### src/rtl/load_hazard_ctrl.sv
// load_hazard_ctrl: load-use hazard detector and multi-cycle stall sequencer between ID and EX.
// Optional HAZARD_STATS_EN adds saturating stall_total / hazard_events counters.
`default_nettype none

module load_hazard_ctrl #(
    parameter int REG_AW     = 4,
    parameter int LOAD_STALL = 1,
    parameter int CNT_W      = 3
) (
    input  logic              clk,
    input  logic              reset,
    input  logic              id_valid,
    input  logic [REG_AW-1:0] id_rs1,
    input  logic [REG_AW-1:0] id_rs2,
    input  logic              id_use_rs1,
    input  logic              id_use_rs2,
    input  logic              ex_mem_read,
    input  logic [REG_AW-1:0] ex_rd,
    input  logic              flush,
    output logic              repeated,
    output logic              idex_bubble,
    output logic [CNT_W-1:0]  stall_cnt,
    output logic              busy
`ifdef HAZARD_STATS_EN
    ,
    output logic [15:0]       stall_total,
    output logic [15:0]       hazard_events
`endif
);

    typedef enum logic [0:0] {
        IDLE  = 1'b0,
        STALL = 1'b1
    } state_t;

    localparam logic [CNT_W-1:0] CNT_LAST = CNT_W'(LOAD_STALL - 1);
    localparam logic [CNT_W-1:0] CNT_MAX  = {CNT_W{1'b1}};

    state_t              state_q, state_d;
    logic [CNT_W-1:0]    cnt_q, cnt_d;
    logic [REG_AW-1:0]   hold_rd_q, hold_rd_d;
    logic                hazard;
    logic                stall_now;
    logic                dbg_unused_hold;

    assign hazard = id_valid && ex_mem_read && (ex_rd != '0) &&
                    ((id_use_rs1 && (id_rs1 == ex_rd)) ||
                     (id_use_rs2 && (id_rs2 == ex_rd)));

    // Flush kills the ID instruction, so it needs no hold; reset masks the request too.
    assign stall_now   = !reset && !flush && ((state_q == STALL) || hazard);
    assign repeated    = stall_now;
    assign idex_bubble = stall_now;
    assign stall_cnt   = cnt_q;
    assign busy        = (state_q == STALL);

    // hold_rd is a debug observation point only.
    assign dbg_unused_hold = ^hold_rd_q;

    always_comb begin
        state_d   = state_q;
        cnt_d     = cnt_q;
        hold_rd_d = hold_rd_q;
        if (flush) begin
            state_d = IDLE;
            cnt_d   = '0;
        end else begin
            case (state_q)
                IDLE: begin
                    cnt_d = '0;
                    if (hazard && (LOAD_STALL > 1)) begin
                        state_d   = STALL;
                        cnt_d     = CNT_W'(1);
                        hold_rd_d = ex_rd;
                    end
                end
                STALL: begin
                    if (cnt_q == CNT_LAST) begin
                        state_d = IDLE;
                        cnt_d   = '0;
                    end else if (cnt_q != CNT_MAX) begin
                        cnt_d = cnt_q + CNT_W'(1);
                    end
                end
                default: begin
                    state_d = IDLE;
                    cnt_d   = '0;
                end
            endcase
        end
    end

    always_ff @(posedge clk) begin
        if (reset) begin
            state_q   <= IDLE;
            cnt_q     <= '0;
            hold_rd_q <= '0;
        end else begin
            state_q   <= state_d;
            cnt_q     <= cnt_d;
            hold_rd_q <= hold_rd_d;
        end
    end

`ifdef HAZARD_STATS_EN
    logic [15:0] stall_total_q;
    logic [15:0] hazard_events_q;

    always_ff @(posedge clk) begin
        if (reset) begin
            stall_total_q   <= '0;
            hazard_events_q <= '0;
        end else begin
            if (stall_now && (stall_total_q != 16'hFFFF))
                stall_total_q <= stall_total_q + 16'd1;
            if ((state_q == IDLE) && hazard && !flush && (hazard_events_q != 16'hFFFF))
                hazard_events_q <= hazard_events_q + 16'd1;
        end
    end

    assign stall_total   = stall_total_q;
    assign hazard_events = hazard_events_q;
`endif

endmodule

`default_nettype wire

### config.mk
export PLATFORM = sky130hd
export DESIGN_NAME = load_hazard_ctrl
export DESIGN_NICKNAME = d
export VERILOG_FILES = /design/src/rtl/load_hazard_ctrl.sv
export SDC_FILE = /design/constraint.sdc
export NUM_CORES = 1
export LEC_CHECK = 0
export ABC_AREA = 1
export BUFFER_PORTS_ARGS = -buffer_cell sky130_fd_sc_hd__buf_2
export CORE_AREA = 2 2 39 41
export CTS_CLUSTER_SIZE = 24
export DETAILED_ROUTE_END_ITERATION = 10
export DIE_AREA = 0 0 41 43
export GPL_TIMING_DRIVEN = 0
export MAX_ROUTING_LAYER = met4
export PLACE_DENSITY = 0.7
export SYNTH_ARGS = -nofsm -noshare
export SYNTH_HDL_FRONTEND = slang
export SYNTH_SLANG_ARGS = --single-unit
### constraint.sdc
create_clock -name clk -period 3.2 [get_ports clk]
set_input_delay 0.48 -clock clk [delete_from_list [all_inputs] [get_ports clk]]
set_output_delay 0.48 -clock clk [all_outputs]
set_load 0.01 [all_outputs]
### After elaboration in Yosys (flattened, before gate mapping)

Cells that the tools add are included.

| cells by class | value |
|---|---|
| $add $sub $neg | 1 |
| bitwise logic cells | 1 |
| muxes and demuxes | 4 |
| equality and inequality tests | 4 |
| reduce and logical (&&, ||, !) cells | 15 |

Operator list:

| kind | number |
|---|---|
| 4-bit == test | 2 |
| 1-bit logical AND | 7 |
| 3-bit 2-to-1 mux | 2 |
| 3-bit one-hot mux with 2 select lines | 1 |
| 4-bit nonzero test | 1 |
| 3-bit by 1-bit adder with 3-bit output (second input constant) | 1 |
| 3-bit logical NOT | 1 |
| 3-bit by 1-bit != test with 1-bit output (second input constant) | 1 |
| 3-bit != test (second input constant) | 1 |
| 3-bit OR reduction | 1 |
| 1-bit logical NOT | 2 |
| 1-bit logical OR | 2 |
| 2-bit OR reduction | 1 |
| 1-bit 2-to-1 mux | 1 |
| 1-bit inverter | 1 |

| word-level totals | value |
|---|---|
| bits in registers | 4 |
| output and inout port bits | 6 |

### Depth between registers and ports, before layout

Gate-level depths: netlist of the first run.

| logic depth | value |
|---|---|
| word-level depth | 6 |
| mapped depth | 9 |

### Worst setup path before layout of the first run

No wires, ideal clock.

| timing path | value |
|---|---|
| kind | input port to output port |
| start point | input flush |
| end point | output repeated |
| path slack | 1537 ps |
| cell stages on the path | 7 |
| buffers on the path | 1 |
| arrival | 1183 ps |
| path through | or2_1 inv_2 nand3_1 nor2_1 nand2_1 nand2_1 buf_4 |

| between the ends | value |
|---|---|
| word-level cells in the longest chain between the ends | 3 |

RTL lines:

| item | line | source |
|---|---|---|
| start: declaration | 19 | `input logic flush,` |
| 1-bit logical NOT | 51 | `assign stall_now = !reset && !flush && ((state_q == STALL) \|\| hazard);` |
| 1-bit logical AND (2 in a row) | 51 |  |
| end: declaration | 20 | `output logic repeated,` |

Every way passes these cells.

### Worst setup path in the final report of the first run

Same ends and word-level chain as after synthesis.

==> impl_metrics.json, run 1 <==
{
  "ys_ff_latch": 4,
  "postCtsSetupBuffers": 0,
  "yosysSeqAreaShare": 0.2051,
  "nFillCells": 163,
  "layout-drive-gt1-share": 0.3579,
  "crit_required_ns": 2.72,
  "design.core.area_um2": 1384,
  "syn_inst": 68,
  "reg2reg_depth": 6,
  "min_from": "stall_cnt[1]",
  "synth_area_leaders": "nand2_1, dfxtp_1, inv_1",
  "synth_fa_ha_area_frac": 0.09615,
  "hp-class": "reg -> reg",
  "antenna_cells": 0,
  "cap_violations": 0,
  "cp-endpoint": "repeated",
  "ff2ff_setup_slack_ns": 2.04,
  "setup_viol": 0,
  "cp-end-kind": "output port",
  "clockBufferDepth": 2,
  "drc_errors": 0,
  "hpwlAfterDp_um": 736.6,
  "vias_per_cell": 4.288,
  "pin_count": 25,
  "async_flop_share": 0,
  "synth_compound_area_frac": 0.06731,
  "dpl_cell_area_um2": 530.5,
  "drt_iter0_drc": 3,
  "syn_nets": 90,
  "synth-xor-area-share": 0.04487,
  "worstSetupStartpointType": "input pin",
  "post_cts_resize_count": 0,
  "hold_violations": 0,
  "fin_crit_ns": 1.812,
  "drt_pass1_iterations": 3,
  "avgSynthCellArea_um2": 5.741,
  "outcome": "complete, no violations",
  "die_x_um": 41,
  "worstPathCellList": "buf_2 > or2_1 > inv_2 > nand3_1 > nor2_1 > nand2_1 > nand2_1 > buf_4 > buf_2",
  "vias": 476,
  "fin_worst_skew_ns": 0.006591,
  "cp_top_family": "simple AND/OR/NAND/NOR gates",
  "path_class": "in -> out",
  "cts-buffers-inserted": 3,
  "crit_cells": 9,
  "antenna_found_initial": 0,
  "synth.area.mux_share": 0,
  "wl_per_cell_um": 7.676,
  "crit_slowest_cell": "or2_1",
  "final_area_um2": 553.0,
  "crit_buf_inv": 4,
  "grt_pass1_wl_um": 1359,
  "fin_nets": 119,
  "synth_warnings": 0,
  "synth_top_area_frac": 0.2308,
  "die-area_um2": 1763,
  "yosysMostFrequentCell": "nand2_1",
  "netlist_area_um2": 390.4,
  "r2r-start": "stall_cnt[0]",
  "multi_input_area_um2": 250.2,
  "grt-ovfl-total": 0,
  "crit_path_start": "flush",
  "synth-edff-count": 0,
  "grt_max_degree": 6,
  "die_y_um": 43,
  "power_uw": 141.5,
  "worstReg2RegEnd": "stall_cnt[2]",
  "area_growth_syn_to_layout_pct": 41.67,
  "synth_top_family_by_area": "simple AND/OR/NAND/NOR gates",
  "post-route-period-util": 0.5663,
  "first_global_vias": 414,
  "ys.flop_type": "dfxtp_1",
  "cts_tree": "done",
  "io_buffer_count": 24,
  "clock-sinks": 4,
  "path_clk_slew_ns": 0.04,
  "arrival_ns": 1.33,
  "max_stage_delay_ns": 0.22,
  "clock.fmax_mhz": 551.8,
  "ff_latch_area_um2": 80.08,
  "path_max_fanout": 2,
  "routed_wl_um": 852,
  "cts_root_buf": "clkbuf_4",
  "postRouteAntennaNets": 0,
  "rsz0062_at_grt": "no",
  "clk_latency_ns": 0.24,
  "netlist-cell-type-count": 14,
  "tns_ns": 0,
  "hold_buffers": 0,
  "h-tree-depth": 1,
  "drv_slew": 0,
  "gr-usage-all-layers": 0.1165,
  "ys_top_cells_by_count": "nand2_1, inv_1, nor2_1",
  "worst_slew_pin_slew_ns": 0.1763,
  "rows": 14,
  "p_per_area_nw_per_um2": 255.8,
  "relSlewSlack": 0.8816,
  "power.leakage_nw": 0.3569,
  "peakVddDrop_mv": 0.1219,
  "gp_congestion": 0.6390,
  "yosysTopAreaCell": "nand2_1",
  "synthSimpleGateAreaFrac": 0.4327,
  "start_util": 0.2821
}
-- flip-flops by register name (all words and copies together) (netlist names) --
| register | count |
|---|---|
| busy | 1 |
| stall_cnt | 3 |
-- where the power goes --
group          internal (mW)  switching [mW]
Clock                 0.0419          0.0205
Sequential            0.0501               0
Combinational         0.0150          0.0139
Total                  0.107          0.0344
-- metal layers --
layer,up-vias,global-route usage,part of all wire
li1,254,-,-
met1,208,0.1003,0.41
met2,14,0.2094,0.51
met3,0,0.03141,0.080
met4,0,0.06000,0
met5,-,-,0
-- worst register-to-register path, stage by stage, from the launching register on --
cell     delay (ns)
dfxtp_1        0.38
inv_1          0.08
ha_1           0.19
inv_1          0.05
nor2_1         0.03
or2_4          0.27
a21oi_2        0.09
-- area by class of cell --
cell class / instances / area share
sequential: 4 / 0.1448
inverter: 14 / 0.09502
clock buffer: 3 / 0.04072
timing repair buffer: 24 / 0.2172
tap: 16 / 0.03620
buffer: 1 / 0.01357
multi-input combinational: 49 / 0.4525
-- worst min-delay path by stage --
stage / end / slack [ns] / cells past startpoint
2_1_floorplan: stall_cnt[1] / 0.52 / 2
3_5_place_dp: stall_cnt[1] / 0.50 / 2
5_1_grt: stall_cnt[1] / 0.54 / 2
6_report: stall_cnt[1] / 0.50 / 2
3_3_place_gp: stall_cnt[1] / 0.49 / 2
4_1_cts: stall_cnt[1] / 0.51 / 2
-- cell families after synthesis --
group	Yosys count
AO/OA/AOI/OAI	3
XOR/XNOR	2
adder cells (fa/ha/maj)	3
buffers and inverters	15
flip-flops	4
AND/OR/NAND/NOR	41
-- per-stage QoR --
stage	instances	worst slack [ns]	hold WS [ns]	utilization
finish	111	1.388	0.5034	0.3996
global route	111	1.279	0.5424	0.3996
CTS	111	1.372	0.5054	0.3996
detailed placement	108	1.375	0.4988	0.3834
global placement	108	1.389	0.4905	0.3834
floorplan	68	1.537	0.5186	-
-- layout by cell type, fill, tap and decap left out --
master / count
dfxtp_1: 4
buf_4: 1
or2_1: 1
nand2_1: 24
nand3_1: 3
clkbuf_4: 3
or2_4: 1
ha_1: 3
nor3_1: 1
inv_1: 13
nor2_1: 10
nand2_2: 1
a21oi_2: 3
xnor2_1: 2
inv_2: 1
buf_2: 24
Power figures use the tool's default switching activity.
==> inputs of run 2 (changes only) <==
--- a/config.mk
+++ b/config.mk
@@ -5,7 +5,7 @@
 export SDC_FILE = /design/constraint.sdc
 export NUM_CORES = 1
 export LEC_CHECK = 0
-export ABC_AREA = 1
+export ABC_AREA = 0
 export BUFFER_PORTS_ARGS = -buffer_cell sky130_fd_sc_hd__buf_2
 export CORE_AREA = 2 2 39 41
 export CTS_CLUSTER_SIZE = 24
@@ -13,7 +13,7 @@
 export DIE_AREA = 0 0 41 43
 export GPL_TIMING_DRIVEN = 0
 export MAX_ROUTING_LAYER = met4
-export PLACE_DENSITY = 0.7
+export PLACE_DENSITY = 0.65
 export SYNTH_ARGS = -nofsm -noshare
 export SYNTH_HDL_FRONTEND = slang
 export SYNTH_SLANG_ARGS = --single-unit
==> constraint.sdc (replaced) <==
create_clock -name clk -period 1.83 [get_ports clk]
set_input_delay 0.2745 -clock clk [delete_from_list [all_inputs] [get_ports clk]]
set_output_delay 0.2745 -clock clk [all_outputs]
set_load 0.01 [all_outputs]
==> run 2 against run 1 <==
  * Core utilization down 3.3 points
  * Clock-buffer cell count unchanged
  * Flip-flop and latch count unchanged
  * Critical endpoint unchanged
  * Largest cell class unchanged
==> impl_metrics.json, run 2 <==
{
  "postRouteAntennaNets": 0,
  "rsz0062_at_grt": "no",
  "p_seq_frac": 0.356,
  "combPwrFrac": 0.212,
  "ff2ff_setup_slack_ns": 0.67,
  "routed_wl_um": 735,
  "wl_met2_um": 404,
  "drv_slew": 0,
  "crit_buf_inv": 3,
  "clockBufferDepth": 2,
  "switching_power_uw": 55.12,
  "fin_worst_skew_ns": 0.002821,
  "pin_count": 25,
  "yosysTopAreaCell": "dfxtp_1",
  "clk_latency_ns": 0.23,
  "dr.max_layer_used": "met3",
  "crit_slowest_cell": "or4_4",
  "cts-buffers-inserted": 3,
  "netSwitchingFraction": 0.2236,
  "mostFrequentLayoutCell": "buf_2",
  "p_per_area_nw_per_um2": 486.4,
  "syn_nets": 58,
  "fin_crit_ns": 1.781,
  "start_util": 0.2378,
  "async_flop_share": 0,
  "cts_tree": "done",
  "gr-usage-all-layers": 0.09681,
  "arrival_ns": 1.51,
  "dr_wl_met3_um": 45,
  "worst_slew_pin_slew_ns": 0.3951,
  "crit_required_ns": 1.56,
  "vias": 340,
  "drt_iter0_drc": 0,
  "netlist-cell-type-count": 16,
  "hold_end": "busy",
  "clock.fmax_mhz": 561.6,
  "synth-edff-count": 0,
  "ys.flop_type": "dfxtp_1",
  "grt_max_degree": 5,
  "cp_common_cell": "buf_4",
  "setup_ws_ns": 0.04946,
  "drc_errors": 0,
  "first_global_vias": 338,
  "die_x_um": 41,
  "nFillCells": 145,
  "layout_common_cells": "buf_2, xnor2_1, nor2_1, dfxtp_1",
  "vias_per_cell": 4.304,
  "max_stage_delay_ns": 0.53,
  "r2r-start": "stall_cnt[0]",
  "wl_met1_um": 285,
  "antenna_cells": 0,
  "clkPwrFrac": 0.432,
  "gp_congestion": 0.5708,
  "worstReg2RegEnd": "stall_cnt[2]",
  "synth_top_area_frac": 0.2433,
  "ys_ff_latch": 4,
  "post-route-period-util": 0.9730,
  "fin_nets": 87,
  "netlist_area_um2": 329.1,
  "wl_per_cell_um": 9.304,
  "yosysSeqAreaShare": 0.2433,
  "hold_violations": 0,
  "hold_depth": 4,
  "io_buffer_count": 24,
  "yosysMostFrequentCell": "xnor2_1",
  "path_class": "in -> out",
  "ys_top_cells_by_count": "xnor2_1, dfxtp_1, nor2_1",
  "path_max_fanout": 3,
  "synth_area_leaders": "dfxtp_1, xnor2_1, ha_1",
  "min_from": "reset",
  "reg2reg_depth": 4,
  "area_growth_syn_to_layout_pct": 53.99,
  "worstSetupStartpointType": "input pin",
  "syn_inst": 36,
  "design.core.area_um2": 1384,
  "tns_ns": 0,
  "p_int_uw": 191.4,
  "outcome": "complete, no violations",
  "cp-end-kind": "output port",
  "synth_warnings": 0,
  "cts_root_buf": "clkbuf_4",
  "grt_pass1_wl_um": 1173,
  "worstPathCellList": "buf_4 > or4_4 > nand4_1 > o22ai_2 > a21o_1 > buf_4 > buf_6",
  "die_y_um": 43,
  "setup_viol": 0,
  "place_ws_ns": 0.01997,
  "hold_buffers": 0,
  "hp-class": "in -> reg",
  "drt_pass1_iterations": 1,
  "cap_violations": 0,
  "hold_slack_ns": 0.4220,
  "path_clk_slew_ns": 0.03,
  "relSlewSlack": 0.7330,
  "cp_top_family": "simple AND/OR/NAND/NOR gates",
  "power.leakage_nw": 0.2591,
  "antenna_found_initial": 0,
  "rows": 14,
  "h-tree-depth": 1,
  "grt-ovfl-total": 0,
  "clock-sinks": 4,
  "die-area_um2": 1763,
  "avgSynthCellArea_um2": 9.141,
  "layout-drive-gt1-share": 0.5079,
  "largest_reg_flops": 3,
  "peakVddDrop_mv": 0.3494
}
[run 2: cell types whose count changed in the layout (fill, tap and decap cells not counted), moves of 3 or more]
cell and delta:
inv_1 -10, nor2_1 -6, xnor2_1 +6, a21oi_2 -3
nand2_1 -24
[run 2: kinds of logic (layout without fill, tap and decap cells)]
kind of cell	after synthesis	after routing	share of synthesized area
AO/OA/AOI/OAI	2	2	0.04185
XOR/XNOR	9	9	0.2396
adder cells (fa/ha/maj)	3	3	0.1141
buffers and inverters	4	31	0.05704
flip-flops	4	4	0.2434
multiplexers	2	2	0.06084
AND/OR/NAND/NOR	12	12	0.2433
[run 2: worst max-delay path by stage]
| stage | slack (ns) | startpoint | endpoint | depth (start not counted) |
|---|---|---|---|---|
| 2_1_floorplan | 0.27 | ex_rd[0] | repeated | 5 |
| 3_3_place_gp | 0.03 | ex_rd[0] | repeated | 7 |
| 3_5_place_dp | 0.02 | ex_rd[0] | repeated | 7 |
| 4_1_cts | 0.02 | ex_rd[0] | repeated | 7 |
| 5_1_grt | 0.004 | ex_rd[2] | repeated | 7 |
| 6_report | 0.05 | ex_rd[2] | repeated | 7 |
[run 2: tightest hold or removal path, cell delays in order]
cell,delay (ns)
buf_2,0.09
nor2_1,0.05
nand3_1,0.14
inv_1,0.05
[run 2: per-stage QoR]
stage	std cells	power [mW]	utilization	instance area [um^2]
after global routing	79	0.2632	0.3662	506.7
final	79	0.2465	0.3662	506.7
after detailed placement	76	0.1402	0.3391	469.2
after CTS	79	0.2518	0.3553	491.7
after floorplan	36	0.1131	-	329.1
after global placement	76	0.1387	0.3391	469.2
[run 2: what timing repair did]
item | CTS | global route
resized for setup | 0 | 3
endpoints found under the hold margin | 0 | 0
setup endpoints to repair | 0 | 1
buffers inserted | 0 | 0
[run 2: power groups by stage]
stage               clock (mW)  sequential (mW)  combinational [mW]
finish                   0.106           0.0877              0.0523
global route             0.118           0.0876              0.0580
CTS                      0.113           0.0877              0.0514
detailed placement           0           0.0890              0.0512
global placement             0           0.0890              0.0497
floorplan                    0           0.0890              0.0241
[run 2: layer usage]
metal / vias up / global-route usage
li1: 177 / -
met1: 150 / 0.09355
met2: 13 / 0.1750
met3: 0 / 0
met4: 0 / 0.06000
met5: - / -
[run 2: layout make-up]
| type | instances | area (um^2) | share of cell area |
|---|---|---|---|
| plain buffers | 1 | 7.507 | 0.01481 |
| clock buffers | 3 | 22.52 | 0.04444 |
| inverters | 3 | 11.26 | 0.02222 |
| multi-input cells | 28 | 236.5 | 0.4667 |
| flip-flops and latches | 4 | 80.08 | 0.1580 |
| well taps | 16 | 20.02 | 0.03951 |
| repair buffers | 24 | 128.9 | 0.2543 |
